## config.mk

```make
export PLATFORM = sky130hd
export DESIGN_NAME = seven_seg_scan
export DESIGN_NICKNAME = d
export VERILOG_FILES = /design/src/rtl/seg7_pkg.sv /design/src/rtl/seg7_hex_decode.sv /design/src/rtl/seven_seg_scan.sv
export SDC_FILE = /design/constraint.sdc
export NUM_CORES = 1
export LEC_CHECK = 0
export BUFFER_PORTS_ARGS = -buffer_cell sky130_fd_sc_hd__buf_2
export CAP_MARGIN = 20
export CORE_MARGIN = 2
export CORE_UTILIZATION = 57
export DETAILED_ROUTE_END_ITERATION = 7
export GPL_ROUTABILITY_DRIVEN = 0
export PLACE_DENSITY = 0.78
export REMOVE_ABC_BUFFERS = 1
export SYNTH_ARGS = -nofsm -noshare
export SYNTH_HDL_FRONTEND = slang
export SYNTH_SLANG_ARGS = --single-unit
```

## constraint.sdc

```tcl
create_clock -name clk -period 2.3 [get_ports clk]
set_input_delay 0.575 -clock clk [delete_from_list [all_inputs] [get_ports clk]]
set_output_delay 0.575 -clock clk [all_outputs]
set_load 0.01 [all_outputs]
```

## src/rtl/seg7_pkg.sv

```systemverilog
// Shared seven-segment constants: active-high hex glyph table ({g,f,e,d,c,b,a})
// and the all-off pattern.
package seg7_pkg;

    localparam logic [6:0] SEG_BLANK = 7'h00;

    // Entry n is the glyph for nibble n (0-9, A, b, C, d, E, F).
    localparam logic [15:0][6:0] HEX_SEG = {
        7'h71, 7'h79, 7'h5E, 7'h39, 7'h7C, 7'h77, 7'h6F, 7'h7F,
        7'h07, 7'h7D, 7'h6D, 7'h66, 7'h4F, 7'h5B, 7'h06, 7'h3F
    };

endpackage

```

## src/rtl/seg7_hex_decode.sv

```systemverilog
// Nibble to active-high segment pattern; output polarity is handled by the caller.
module seg7_hex_decode
    import seg7_pkg::*;
(
    input  logic [3:0] nib_i,
    output logic [6:0] seg_o
);

    assign seg_o = HEX_SEG[nib_i];

endmodule

```

## src/rtl/seven_seg_scan.sv

```systemverilog
// Multiplexed N-digit hex display driver with frame-aligned updates, per-slot
// dead time, leading-zero blanking and per-digit enables.
module seven_seg_scan
    import seg7_pkg::*;
#(
    parameter int NUM_DIGITS     = 4,
    parameter int CLK_DIV        = 50000,
    parameter int BLANK_CYCLES   = 2,
    parameter int SEG_ACTIVE_LOW = 1,
    parameter int AN_ACTIVE_LOW  = 1
) (
    input  logic                    clk,
    input  logic                    rst,
    input  logic [4*NUM_DIGITS-1:0] value,
    input  logic [NUM_DIGITS-1:0]   dp_in,
    input  logic [NUM_DIGITS-1:0]   digit_en,
    input  logic                    lz_blank,
    input  logic                    load,
    output logic [6:0]              seg,
    output logic                    dp,
    output logic [NUM_DIGITS-1:0]   an,
    output logic                    frame_done,
    output logic                    busy
);

    localparam int IDX_W = (NUM_DIGITS > 1) ? $clog2(NUM_DIGITS) : 1;
    localparam int PS_W  = (CLK_DIV > 1) ? $clog2(CLK_DIV) : 1;

    localparam logic [IDX_W-1:0]      IDX_LAST = IDX_W'(NUM_DIGITS - 1);
    localparam logic [PS_W-1:0]       PS_LAST  = PS_W'(CLK_DIV - 1);
    localparam logic [PS_W:0]         BLANK_W  = (PS_W + 1)'(BLANK_CYCLES);
    localparam logic [6:0]            SEG_OFF  = (SEG_ACTIVE_LOW != 0) ? 7'h7F : SEG_BLANK;
    localparam logic                  DP_OFF   = (SEG_ACTIVE_LOW != 0);
    localparam logic [NUM_DIGITS-1:0] AN_OFF   = (AN_ACTIVE_LOW != 0) ? '1 : '0;

    logic [PS_W-1:0]         presc_q, presc_d;
    logic [IDX_W-1:0]        idx_q, idx_d;
    logic [4*NUM_DIGITS-1:0] pend_val_q, disp_val_q;
    logic [NUM_DIGITS-1:0]   pend_dp_q, disp_dp_q;
    logic [NUM_DIGITS-1:0]   pend_en_q, disp_en_q;
    logic                    busy_q, busy_d;
    logic                    fdone_q;
    logic [6:0]              seg_q, seg_d;
    logic                    dp_q, dp_d;
    logic [NUM_DIGITS-1:0]   an_q, an_d;

    logic                    slot_end, wrap, in_dead, blank;
    logic [3:0]              nib;
    logic [6:0]              glyph;
    logic [NUM_DIGITS:0]     zabove;
    logic [NUM_DIGITS-1:0]   sel;

    seg7_hex_decode u_dec (
        .nib_i (nib),
        .seg_o (glyph)
    );

    always_comb begin
        slot_end = (presc_q == PS_LAST);
        wrap     = slot_end && (idx_q == IDX_LAST);
        presc_d  = slot_end ? '0 : presc_q + 1'b1;
        idx_d    = idx_q;
        if (slot_end)
            idx_d = (idx_q == IDX_LAST) ? '0 : idx_q + 1'b1;

        // zabove[k]: display digits NUM_DIGITS-1..k are all zero
        zabove[NUM_DIGITS] = 1'b1;
        for (int k = NUM_DIGITS - 1; k >= 0; k--)
            zabove[k] = zabove[k+1] && (disp_val_q[4*k +: 4] == 4'h0);

        nib     = disp_val_q[4*idx_q +: 4];
        blank   = !disp_en_q[idx_q] || (lz_blank && (idx_q != '0) && zabove[idx_q]);
        in_dead = ({1'b0, presc_q} < BLANK_W);

        sel        = '0;
        sel[idx_q] = 1'b1;

        an_d  = in_dead ? AN_OFF : (sel ^ AN_OFF);
        seg_d = (in_dead || blank) ? SEG_OFF : (glyph ^ SEG_OFF);
        dp_d  = (in_dead || blank) ? DP_OFF  : (disp_dp_q[idx_q] ^ DP_OFF);

        // A load on the wrap cycle wins over the clear: it waits for the next frame.
        busy_d = load ? 1'b1 : (wrap ? 1'b0 : busy_q);
    end

    always_ff @(posedge clk) begin
        if (rst) begin
            presc_q    <= '0;
            idx_q      <= '0;
            pend_val_q <= '0;
            pend_dp_q  <= '0;
            pend_en_q  <= '0;
            disp_val_q <= '0;
            disp_dp_q  <= '0;
            disp_en_q  <= '0;
            busy_q     <= 1'b0;
            fdone_q    <= 1'b0;
            seg_q      <= SEG_OFF;
            dp_q       <= DP_OFF;
            an_q       <= AN_OFF;
        end else begin
            presc_q <= presc_d;
            idx_q   <= idx_d;
            busy_q  <= busy_d;
            fdone_q <= wrap;
            seg_q   <= seg_d;
            dp_q    <= dp_d;
            an_q    <= an_d;
            if (wrap && busy_q) begin
                disp_val_q <= pend_val_q;
                disp_dp_q  <= pend_dp_q;
                disp_en_q  <= pend_en_q;
            end
            if (load) begin
                pend_val_q <= value;
                pend_dp_q  <= dp_in;
                pend_en_q  <= digit_en;
            end
        end
    end

    assign seg        = seg_q;
    assign dp         = dp_q;
    assign an         = an_q;
    assign frame_done = fdone_q;
    assign busy       = busy_q;

endmodule

```

==> flow_metrics.py <==
metrics = {
    "clock_network": {
        "clock_latency_ns": 0.36,
        "cts-buffers-inserted": 9,
        "cts-resized-gates": 0,
        "cts_buffer_depth": 2,
        "cts.sinks": 80,
        "postCtsHoldBufs": 0,
        "clockRootBuffer": "clkbuf_8",
        "cts_htree_levels": 3,
        "cts_tree": "built",
        "post_cts_buffers": 0,
        "path_clk_slew_ns": 0.08,
    },
    "critical_path": {
        "endpoint_kind": "register",
        "cp.required_ns": 2.54,
        "crit_fanout": 9,
        "cp-start-kind": "register",
        "critical_path_class": "register to register",
        "cpPeakStageDelay_ns": 0.64,
        "reg2regPathDepth": 5,
        "r2r-end": "seg[2]$_SDFF_PP1_",
        "crit_slowest_cell": "mux4_2",
        "path_cells": "mux4_2 > inv_1 > ha_1 > inv_1 > o311ai_0",
        "timing.rr.start": "idx_q[0]$_SDFFE_PP0N_",
        "reg2reg_slack_ns": 0.24,
        "critPathArrivalTime_ns": 2.30,
        "crit_path_frequent_cell": "inv_1",
    },
    "yosys": {
        "synth-xor-area-share_pct": 3.52,
        "synthAdderAreaFrac_pct": 3.60,
        "muxShareOfSynthArea_pct": 11.7,
        "synth_top_family_by_area": "simple AND/OR/NAND/NOR gates",
        "yosysWarnings": 0,
        "synth_seq_area_share_pct": 46.0,
        "yosys.area_share.simple_pct": 20.7,
        "post_synth.cell_area_avg_um2": 9.59,
        "syn_area_um2": 3480,
        "synth_compound_area_share_pct": 9.49,
        "ys_ff_latch": 80,
        "synth_top_area_share_pct": 46.0,
        "synth-async-reset-ratio_pct": 0,
        "synth_top_flop_cell": "dfxtp_1",
        "synthCells": 363,
        "yosysTopAreaCell": "dfxtp_1",
        "synth.distinct_cells": 42,
        "synth_edf_count": 0,
        "synthTopCellsByArea": "dfxtp_1 (46%), mux2i_1 (7.8%), nand2_1 (6.3%)",
    },
    "layout": {
        "antenna_cells": 0,
        "final_core_util_pct": 66.7,
        "area_delta_synth_final_pct": 13.5,
        "seq_area_um2": 1600,
        "drive_above_1_share_pct": 25.9,
        "num-fill-cells": 486,
        "multi_input_area_um2": 1700,
        "fin_nets": 443,
    },
    "floorplan": {
        "ios": 42,
        "start_util_pct": 58.8,
        "core_area_um2": 5920,
        "die_area_um2": 6750,
        "die_x_um": 82.1,
        "num_rows": 28,
        "die-height_um": 82.1,
    },
    "drt": {
        "dr.first_iter.drc_count": 145,
        "vias": 2585,
        "via_per_inst": 5.33,
        "drt_pre_antenna_iters": 4,
        "wire_per_inst_um": 13.6,
        "wirelength_um": 6590,
        "ant_nets": 0,
        "drcViolationCount": 0,
    },
    "min_path": {
        "min_to": "pend_dp_q[2]$_SDFFE_PP0P_",
        "hp-start": "dp_in[2]",
        "min_path_type": "input pin to register",
        "hold_depth": 3,
    },
    "sta": {
        "period_needed_ns": 2.06,
        "finalSetupViolations": 0,
        "grt_setup_unrepaired": "false",
        "slew_viol_final": 0,
        "hold_viol": 0,
        "relSlewSlack_pct": 53.1,
        "period_share_pct": 89.7,
        "worst_pin_slew_ns": 0.703,
        "worst_clock_skew_ns": 0.00419,
        "clock.fmax_mhz": 485,
        "fin_tns_setup_ns": 0,
    },
    "power": {
        "clockPowerShare_pct": 42.9,
        "internal-power_mw": 2.14,
        "p_sw_mw": 0.583,
        "p_leak_nw": 1.49,
        "ir_worst_vdd_uv": 427,
        "sequentialPowerShare_pct": 52.8,
        "combPwrFrac_pct": 4.4,
        "p_per_area_nw_per_um2": 690,
        "swShare_pct": 21.4,
    },
    "grt": {
        "antenna_found_initial": 0,
        "grt_overflow": 0,
        "grt_pass1_vias": 2491,
        "grtUsageTotal_pct": 21.9,
        "grt_pass1_wl_um": 11100,
        "grt_max_degree": 33,
    },
    "placement": {
        "port_buffers": 41,
        "hpwl_um": 4750,
    },
    "outcome": {
        "status": "complete, no violations",
    },
    "job": {
        "maxCapViolCount": 0,
    },
}
cells by family (layout without fill, tap and decap cells):
| family | count (synthesis) | after routing |
|---|---|---|
| mux | 33 | 33 |
| buf+inv | 28 | 75 |
| simple gates | 155 | 155 |
| fa+ha+maj | 10 | 10 |
| flops | 80 | 80 |
| xor+xnor | 14 | 14 |
| compound gates | 43 | 43 |
power groups by stage:
stage | Sequential, mW | Combinational (mW) | Clock (mW)
3_3_place_gp | 1.47 | 0.115 | 0
3_5_place_dp | 1.47 | 0.120 | 0
6_report | 1.44 | 0.119 | 1.17
4_1_cts | 1.44 | 0.120 | 1.19
2_1_floorplan | 1.47 | 0.0520 | 0
5_1_grt | 1.44 | 0.134 | 1.24
synthesized netlist by cell type (3+ instances only):
library cell and instances:
mux2i_1 27, nand3_1 8, mux4_2 6, nand2_2 11
clkbuf_1 8, o211ai_1 4, nor4_1 5, buf_6 4
nor3_1 3, xnor2_1 6, buf_2 4, xor2_1 8
a21oi_2 20, nand4_1 3, o311ai_0 3, nor2_1 49
a21oi_1 9, nor3b_1 3, inv_1 9, dfxtp_1 80
ha_1 10, nand2_1 58
state kept, by name, summed over array words and instances (netlist names):
register    flops
disp_val_q     16
pend_val_q     16
presc_q        16
seg             7
an              4
disp_dp_q       4
disp_en_q       4
pend_dp_q       4
pend_en_q       4
idx_q           2
busy            1
dp              1
frame_done      1
critical path: cells and delay by family (launching register included):
kind	cells	cell delay, ns
AOI/OAI and AO/OA	1	0.34
muxes	1	0.64
DFF	1	0.59
adders and majority gates	1	0.18
buffers and inverters	2	0.19
metrics by stage:
step | worst slack [ns] | cells | hold slack, ns | area, um^2 | total power, mW
final | 0.238 | 485 | 0.448 | 3950 | 2.72
after global routing | 0.0792 | 485 | 0.458 | 3950 | 2.81
after CTS | 0.234 | 485 | 0.438 | 3950 | 2.74
after detailed placement | 0.257 | 469 | 0.446 | 3720 | 1.59
after global placement | 0.356 | 469 | 0.442 | 3720 | 1.58
after floorplan | 0.0926 | 344 | 0.423 | 3340 | 1.52
metal layers:
layer,GRT usage (%),vias to the layer above,wire [um]
met3,4.35,13,304
met4,11.7,0,152
met1,27.5,1197,3040
met2,35.6,60,3090
met5,0,-,0
li1,-,1315,-
how the worst max path moves through the flow:
stage	start	endpoint	slack [ns]	cells past startpoint
2_1_floorplan	presc_q[12]$_SDFF_PP0_	disp_dp_q[0]$_SDFFE_PP0P_	0.09	5
6_report	idx_q[0]$_SDFFE_PP0N_	seg[2]$_SDFF_PP1_	0.24	5
5_1_grt	idx_q[0]$_SDFFE_PP0N_	seg[3]$_SDFF_PP1_	0.08	6
3_3_place_gp	idx_q[0]$_SDFFE_PP0N_	seg[3]$_SDFF_PP1_	0.36	6
4_1_cts	idx_q[0]$_SDFFE_PP0N_	seg[2]$_SDFF_PP1_	0.23	5
3_5_place_dp	idx_q[0]$_SDFFE_PP0N_	seg[2]$_SDFF_PP1_	0.26	5
placed cells by master, fill, tap and decap left out, types with 2 or more instances in the layout:
cell        n
clkbuf_8   11
a31oi_1     2
a21oi_1     9
nand2_1    58
nor2_1     49
nor2b_1     2
nand4_1     3
nor3b_1     3
nor4_1      5
bufinv_16   2
dfxtp_1    80
o311ai_0    3
ha_1       10
nor3_1      3
xnor2_1     6
a21oi_2    20
nand2b_1    2
xor2_1      8
and2_1      2
clkinv_2    2
mux4_2      6
mux2i_1    27
buf_4       8
o211ai_1    4
nand3_1     8
inv_1       9
nand2_2    11
and4_1      2
buf_2      41
final cells by class:
cell class | instances | share of cell area, %
clock buffer | 11 | 3.83
clock inverter | 5 | 2.00
inverter | 9 | 0.856
multi-input combinational | 255 | 43.2
sequential | 80 | 40.6
tap | 75 | 2.38
timing repair buffer | 50 | 7.22
Power figures use the tool's default switching activity.
